[config.mk]
export PLATFORM = sky130hd
export DESIGN_NAME = keypad_matrix_scanner
export DESIGN_NICKNAME = d
export VERILOG_FILES = /design/src/rtl/keypad_pkg.sv /design/src/rtl/keypad_row_driver.sv /design/src/rtl/keypad_matrix_scanner.sv
export SDC_FILE = /design/constraint.sdc
export NUM_CORES = 1
export LEC_CHECK = 0
export ABC_CLOCK_PERIOD_IN_PS = 6300
export BUFFER_PORTS_ARGS = -buffer_cell sky130_fd_sc_hd__buf_4
export CORE_MARGIN = 2
export CORE_UTILIZATION = 54
export CTS_CLUSTER_SIZE = 8
export DETAILED_ROUTE_END_ITERATION = 8
export HOLD_SLACK_MARGIN = 0.02
export MAX_ROUTING_LAYER = met4
export PLACE_DENSITY = 0.74
export SLEW_MARGIN = 20
export SYNTH_ARGS = -nofsm -noshare
export SYNTH_HDL_FRONTEND = slang
export SYNTH_HIERARCHICAL = 1
export SYNTH_SLANG_ARGS = --single-unit
[constraint.sdc]
create_clock -name clk -period 6.3 [get_ports clk]
set_clock_uncertainty 0.2 [all_clocks]
set_input_delay 1.26 -clock clk [delete_from_list [all_inputs] [get_ports clk]]
set_output_delay 1.26 -clock clk [all_outputs]
set_load 0.01 [all_outputs]
[src/rtl/keypad_pkg.sv]
// Shared constants, FSM state type and key-index helpers for the 4x4 keypad scanner.
package keypad_pkg;

   localparam int unsigned N_ROWS     = 4;
   localparam int unsigned N_COLS     = 4;
   localparam int unsigned N_KEYS     = N_ROWS * N_COLS;
   localparam int unsigned ROW_W      = 2;
   localparam int unsigned COL_W      = 2;
   localparam int unsigned KEY_CODE_W = 4;

   typedef enum logic {
      IDLE = 1'b0,
      HELD = 1'b1
   } state_t;

   // Key code / bit position of a matrix key: {row, col}.
   function automatic logic [KEY_CODE_W-1:0] key_index(input logic [ROW_W-1:0] row,
                                                        input logic [COL_W-1:0] col);
      return {row, col};
   endfunction

   // Priority encoder: index of the lowest set bit, 0 when none is set.
   function automatic logic [KEY_CODE_W-1:0] lowest_set16(input logic [N_KEYS-1:0] v);
      logic [KEY_CODE_W-1:0] idx;
      idx = '0;
      for (int i = N_KEYS - 1; i >= 0; i--) begin
         if (v[i]) idx = KEY_CODE_W'(i);
      end
      return idx;
   endfunction

endpackage

[src/rtl/keypad_row_driver.sv]
// Row scan timing: dwell counter, row index, one-cold row drive and sample/frame-end strobes.
module keypad_row_driver
   import keypad_pkg::*;
#(
   parameter int unsigned SCAN_DIV = 25000
) (
   input  logic              clk,
   input  logic              rst,
   output logic [ROW_W-1:0]  row_idx,
   output logic [N_ROWS-1:0] keyboard_row,
   output logic              sample_c,
   output logic              frame_end_c
);

   localparam int unsigned DWELL_W = (SCAN_DIV > 1) ? $clog2(SCAN_DIV) : 1;

   logic [DWELL_W-1:0] dwell;
   logic [ROW_W-1:0]   next_idx;

   // Columns are captured on the last dwell cycle, well after the row change has settled.
   assign sample_c    = (dwell == DWELL_W'(SCAN_DIV - 1));
   assign frame_end_c = sample_c && (row_idx == ROW_W'(N_ROWS - 1));
   assign next_idx    = row_idx + ROW_W'(1);

   always_ff @(posedge clk) begin
      if (rst) begin
         dwell        <= '0;
         row_idx      <= '0;
         keyboard_row <= 4'b1110;
      end else if (sample_c) begin
         dwell        <= '0;
         row_idx      <= next_idx;
         keyboard_row <= ~(4'b0001 << next_idx);
      end else begin
         dwell        <= dwell + DWELL_W'(1);
      end
   end

endmodule

[src/rtl/keypad_matrix_scanner.sv]
// 4x4 keypad reader: scans rows, debounces full-matrix frames, emits press/release events.
module keypad_matrix_scanner
   import keypad_pkg::*;
#(
   parameter int unsigned SCAN_DIV        = 25000,
   parameter int unsigned DEBOUNCE_FRAMES = 5
) (
   input  logic                  clk,
   input  logic                  rst,
   output logic [N_ROWS-1:0]     keyboard_row,
   input  logic [N_COLS-1:0]     keyboard_col,
   output logic                  key_valid,
   output logic                  key_released,
   output logic [KEY_CODE_W-1:0] key_code,
   output logic [N_KEYS-1:0]     key_state
);

   localparam int unsigned CNT_W = $clog2(DEBOUNCE_FRAMES + 1);

   logic [ROW_W-1:0]      row_idx;
   logic                  sample_c;
   logic                  frame_end_c;

   logic [N_COLS-1:0]     col_meta;
   logic [N_COLS-1:0]     col_sync;
   logic [N_KEYS-1:0]     raw_frame;
   logic [N_KEYS-1:0]     prev_frame;
   logic [N_KEYS-1:0]     old_state;
   logic [N_KEYS-1:0]     frame_next_c;
   logic [N_KEYS-1:0]     new_press_c;
   logic [CNT_W-1:0]      db_cnt;
   logic [CNT_W-1:0]      db_cnt_next_c;
   logic                  accept_c;
   logic                  eval;
   state_t                state;
   logic [KEY_CODE_W-1:0] tracked;

   keypad_row_driver #(
      .SCAN_DIV (SCAN_DIV)
   ) u_row_driver (
      .clk          (clk),
      .rst          (rst),
      .row_idx      (row_idx),
      .keyboard_row (keyboard_row),
      .sample_c     (sample_c),
      .frame_end_c  (frame_end_c)
   );

   // Frame as it will look once the current row's columns are merged in (pressed = 1).
   always_comb begin
      frame_next_c = raw_frame;
      frame_next_c[key_index(row_idx, COL_W'(0)) +: N_COLS] = ~col_sync;
   end

   always_comb begin
      db_cnt_next_c = CNT_W'(1);
      if (frame_next_c == prev_frame) begin
         if (db_cnt >= CNT_W'(DEBOUNCE_FRAMES)) db_cnt_next_c = CNT_W'(DEBOUNCE_FRAMES);
         else                                   db_cnt_next_c = db_cnt + CNT_W'(1);
      end
   end

   assign accept_c    = frame_end_c && (db_cnt_next_c == CNT_W'(DEBOUNCE_FRAMES))
                        && (frame_next_c != key_state);
   assign new_press_c = key_state & ~old_state;

   // Synchronizer, frame capture and debounce of whole-matrix snapshots.
   always_ff @(posedge clk) begin
      if (rst) begin
         col_meta   <= '1;
         col_sync   <= '1;
         raw_frame  <= '0;
         prev_frame <= '0;
         db_cnt     <= '0;
         key_state  <= '0;
         old_state  <= '0;
         eval       <= 1'b0;
      end else begin
         col_meta <= keyboard_col;
         col_sync <= col_meta;
         eval     <= 1'b0;
         if (sample_c) raw_frame <= frame_next_c;
         if (frame_end_c) begin
            db_cnt <= db_cnt_next_c;
            if (frame_next_c != prev_frame) prev_frame <= frame_next_c;
         end
         if (accept_c) begin
            key_state <= frame_next_c;
            old_state <= key_state;
            eval      <= 1'b1;
         end
      end
   end

   // Event FSM: tracks a single key; extra keys only show up in key_state.
   always_ff @(posedge clk) begin
      if (rst) begin
         state        <= IDLE;
         tracked      <= '0;
         key_valid    <= 1'b0;
         key_released <= 1'b0;
         key_code     <= '0;
      end else begin
         key_valid    <= 1'b0;
         key_released <= 1'b0;
         if (eval) begin
            case (state)
               IDLE: begin
                  if (|new_press_c) begin
                     tracked   <= lowest_set16(new_press_c);
                     key_code  <= lowest_set16(new_press_c);
                     key_valid <= 1'b1;
                     state     <= HELD;
                  end
               end
               HELD: begin
                  if (!key_state[tracked]) begin
                     key_code     <= tracked;
                     key_released <= 1'b1;
                     state        <= IDLE;
                  end
               end
               default: state <= IDLE;
            endcase
         end
      end
   end

endmodule

==> key figures <==
Status
  – Run status: complete, no violations

STA
  – Fin crit share: 73.1%
  – Clock period minus worst slack: 4.61 ns
  – Max-slew headroom: 32.7%
  – Setup repair after global routing missed its margin: false
  – Setup violation total in the final timing report: 0
  – Worst Slack Setup Final: 1.69 ns
  – Transition time of the tightest slew-check pin: 1.01 ns
  – Total negative slack for setup checks: 0 ns
  – Final Max Tran Viols: 0
  – Peak clock frequency supported by timing: 0.217 GHz
  – Final hold violations: 0

Logic synthesis
  – Xor and xnor area share after synthesis: 4.84%
  – Distinct cell type count of the synthesized netlist: 65
  – Number of flops mapped to enable cells by yosys: 0
  – Syn avg cell area: 8.87 um2
  – Area of the mapped netlist: 5790 um2
  – Fraction of the mapped netlist area in compound gates: 14.7%
  – Async SR Flop Fraction: 0%
  – Leading cell types by total area after synthesis: sky130_fd_sc_hd__dfxtp_1, sky130_fd_sc_hd__mux2i_1, sky130_fd_sc_hd__nand2b_1, sky130_fd_sc_hd__a211oi_1, sky130_fd_sc_hd__nor2_1
  – Sequential-to-total area share from yosys stat: 37.3%
  – Top flip-flop cell by instance count after synthesis: sky130_fd_sc_hd__dfxtp_1
  – Adder and majority cell fraction of the synthesized area: 2.81%
  – Post-synthesis share of cell area spent on and, or, nand and nor gates: 26.4%
  – Synth Register Bits: 108
  – Nets in the synthesized netlist: 672
  – Mux share of post-synthesis cell area: 9.22%
  – Synth top area share: 37.3%
  – Cells after synthesis: 653
  – Post-synthesis cell type with the largest combined area: sky130_fd_sc_hd__dfxtp_1
  – YS warnings: 6
  – Largest family of logic cells by synthesized area: simple AND/OR/NAND/NOR gates

Drt
  – Average wire per cell in the routed design: 18.2 um
  – Detailed-routing iteration count for the pre-antenna-repair pass: 5
  – Violation count after the first detailed-route iteration: 369
  – Via count: 4,782
  – Antenna Violating Nets Remaining: 0
  – Total wire length after detailed routing: 14,500 um
  – Vias per Instance: 5.99
  – DRC Markers: 0

Final layout
  – Fraction of final layout cells with drive strength greater than 1: 13.4%
  – Final nets: 676
  – Commonest cells after routing, fill and taps aside: sky130_fd_sc_hd__dfxtp_1, sky130_fd_sc_hd__nor2_1, sky130_fd_sc_hd__nand2b_1
  – Synth-to-layout area growth: 7.34%
  – Number of antenna diodes: 0
  – Final instance count without filler cells: 798
  – Total of fill cells in the finished design: 929
  – Commonest non-fill, non-tap cell in the layout: sky130_fd_sc_hd__dfxtp_1

Global routing
  – Global-route wire length before repair: 23,700 um
  – Largest net degree at the start of global routing: 112
  – Number of global-route vias before repair: 4,515
  – Leftover overflow at the end of global routing: 0
  – Combined global-route utilization of all metal layers: 27.0%
  – Antenna violations before repair: 0

Floorplanning
  – Die Y-Extent: 108 um
  – Number of standard-cell rows in the floorplan: 37
  – Die area: 11,600 um2
  – Starting density of the core: 55.9%
  – # IOs: 32
  – Width of the die: 108 um
  – Placeable core area: 10,400 um2

Placement
  – Post-Place Cells: 782
  – Pre-CTS WS: 1.45 ns
  – Placed wire-length estimate: 10,300 um
  – Placer's final routability congestion estimate: 1.00
  – I/O Buffers: 31

Pwr
  – P_int: 858 uW
  – Sequential fraction of design power: 60.1%
  – Peak supply drop: 0.223 mV
  – Part of the power in combinational logic: 2.9%
  – Cell Pwr Density: 185 nW/um2
  – Switching power as a share of total power: 25.6%
  – Clock power share: 37.1%
  – Static leakage power: 0.00224 uW
  – Net switching power: 295 uW

Job
  – Max cap viols: 0

Clock tree
  – Clock tree from TritonCTS: built
  – Buffer type at the clock tree root: sky130_fd_sc_hd__clkbuf_8
  – CTS hold repair buffers: 0
  – CTS resizes: 0
  – Post-CTS setup buffers: 0
  – H-tree level count: 3
  – Longest Clk Path Bufs: 2
  – Clock latency on the worst-skew pair: 0.40 ns
  – Clock slew seen by the registers of the worst setup and hold paths: 0.11 ns
  – Number of clock buffers inserted by TritonCTS: 9
  – Sink count of the clock tree: 108

Setup path
  – Critical path capture point type: register
  – Category of the critical setup timing path: reg -> reg
  – Critical path required time: 6.43 ns
  – Maximum fanout count along the critical path: 24
  – Number of cells on the worst reg-to-reg path: 9
  – Critical Path AT: 4.74 ns
  – Startpoint of the worst-slack reg-to-reg timing path: u_row_driver/row_idx[0]
  – Critical register-to-register path endpoint: key_state[3]
  – Register-to-register setup slack: 1.69 ns
  – Type of element launching the critical path: register

Worst hold path
  – Startpoint of the worst hold path: col_meta[1]
  – Number of cells on the worst hold path: 1
  – WHS Endpoint: col_sync[1]
  – HP Class: reg -> reg
==> critical path, cell delays in order (launching register included) <==
cell	delay, ns
sky130_fd_sc_hd__dfxtp_1	0.84
sky130_fd_sc_hd__inv_1	0.20
sky130_fd_sc_hd__ha_1	0.56
sky130_fd_sc_hd__or4b_1	0.62
sky130_fd_sc_hd__a311oi_1	0.36
sky130_fd_sc_hd__nand4b_1	0.15
sky130_fd_sc_hd__nor4_1	0.34
sky130_fd_sc_hd__and3_2	0.31
sky130_fd_sc_hd__and4_2	0.69
sky130_fd_sc_hd__mux2i_1	0.27
==> registers in the layout, indices dropped and copies added, names as in the netlist, 15 cells and up <==
| signal | cells |
|---|---|
| raw_frame | 16 |
| prev_frame | 16 |
| old_state | 16 |
| u_row_driver/dwell | 15 |
| key_state | 16 |
==> cell usage after synthesis (all sizes together), types with 3 or more instances <==
library cell,count
a211o,4
a211oi,41
a21boi,5
a21oi,20
a22oi,4
a311oi,3
a31oi,7
and2,4
and3,3
buf,9
clkbuf,31
dfxtp,108
ha,13
inv,20
mux2i,41
mux4,5
nand2,17
nand2b,57
nand3,7
nand3b,3
nand4,8
nor2,81
nor2b,24
nor3,14
nor4,8
nor4b,3
o211ai,3
o21ai,10
o22ai,8
o311ai,3
o31ai,3
or2,25
or3,3
xnor2,29
xor2,3
==> layer usage <==
| metal | vias to the layer above | routed length, um | global-route usage [%] |
|---|---|---|---|
| met3 | 28 | 1030 | 7.08 |
| met5 | - | 0 | - |
| met2 | 190 | 6430 | 39.5 |
| li1 | 2315 | - | - |
| met1 | 2249 | 6690 | 36.2 |
| met4 | 0 | 370 | 9.16 |
==> stage by stage <==
step	area [um2]	total power [uW]	hold slack (ns)	utilization, %
6_report	6220	1150	0.221	60.0
5_1_grt	6220	1190	0.232	60.0
4_1_cts	6220	1170	0.224	59.9
3_5_place_dp	6010	741	0.195	58.0
3_3_place_gp	6010	740	0.193	58.0
2_1_floorplan	5790	732	0.189	-
==> cell families after synthesis <==
logic type / Yosys count
compound gates: 122
xor+xnor: 32
fa+ha+maj: 13
buf+inv: 60
flops: 108
mux: 47
simple gates: 271
==> worst max path at each step <==
stage                                  from       endpoint  cells past startpoint
global route        u_row_driver/row_idx[0]   key_state[6]                      9
CTS                 u_row_driver/row_idx[0]   key_state[3]                      9
global placement    u_row_driver/row_idx[0]  old_state[14]                      9
detailed placement  u_row_driver/row_idx[0]   key_state[3]                      9
finish              u_row_driver/row_idx[0]   key_state[3]                      9
floorplan           u_row_driver/row_idx[0]  old_state[10]                     13
==> power by group through the flow <==
stage          Clock [uW]  Sequential, uW  Combinational [uW]
5_1_grt               462             693                37.4
6_report              427             692                33.3
2_1_floorplan           0             704                28.2
3_5_place_dp            0             708                33.1
4_1_cts               442             692                33.4
3_3_place_gp            0             708                32.7
==> layout make-up <==
| class | instances | area, um2 | area share, % |
|---|---|---|---|
| clock buffers | 9 | 124 | 1.99 |
| clock inverters | 7 | 80.1 | 1.29 |
| inverters | 20 | 75.1 | 1.21 |
| multi-input cells | 485 | 3360 | 54.0 |
| flip-flops and latches | 108 | 2160 | 34.8 |
| well taps | 136 | 170 | 2.74 |
| repair buffers | 33 | 248 | 3.98 |
Note: power is estimated with default switching activity, not from simulation.
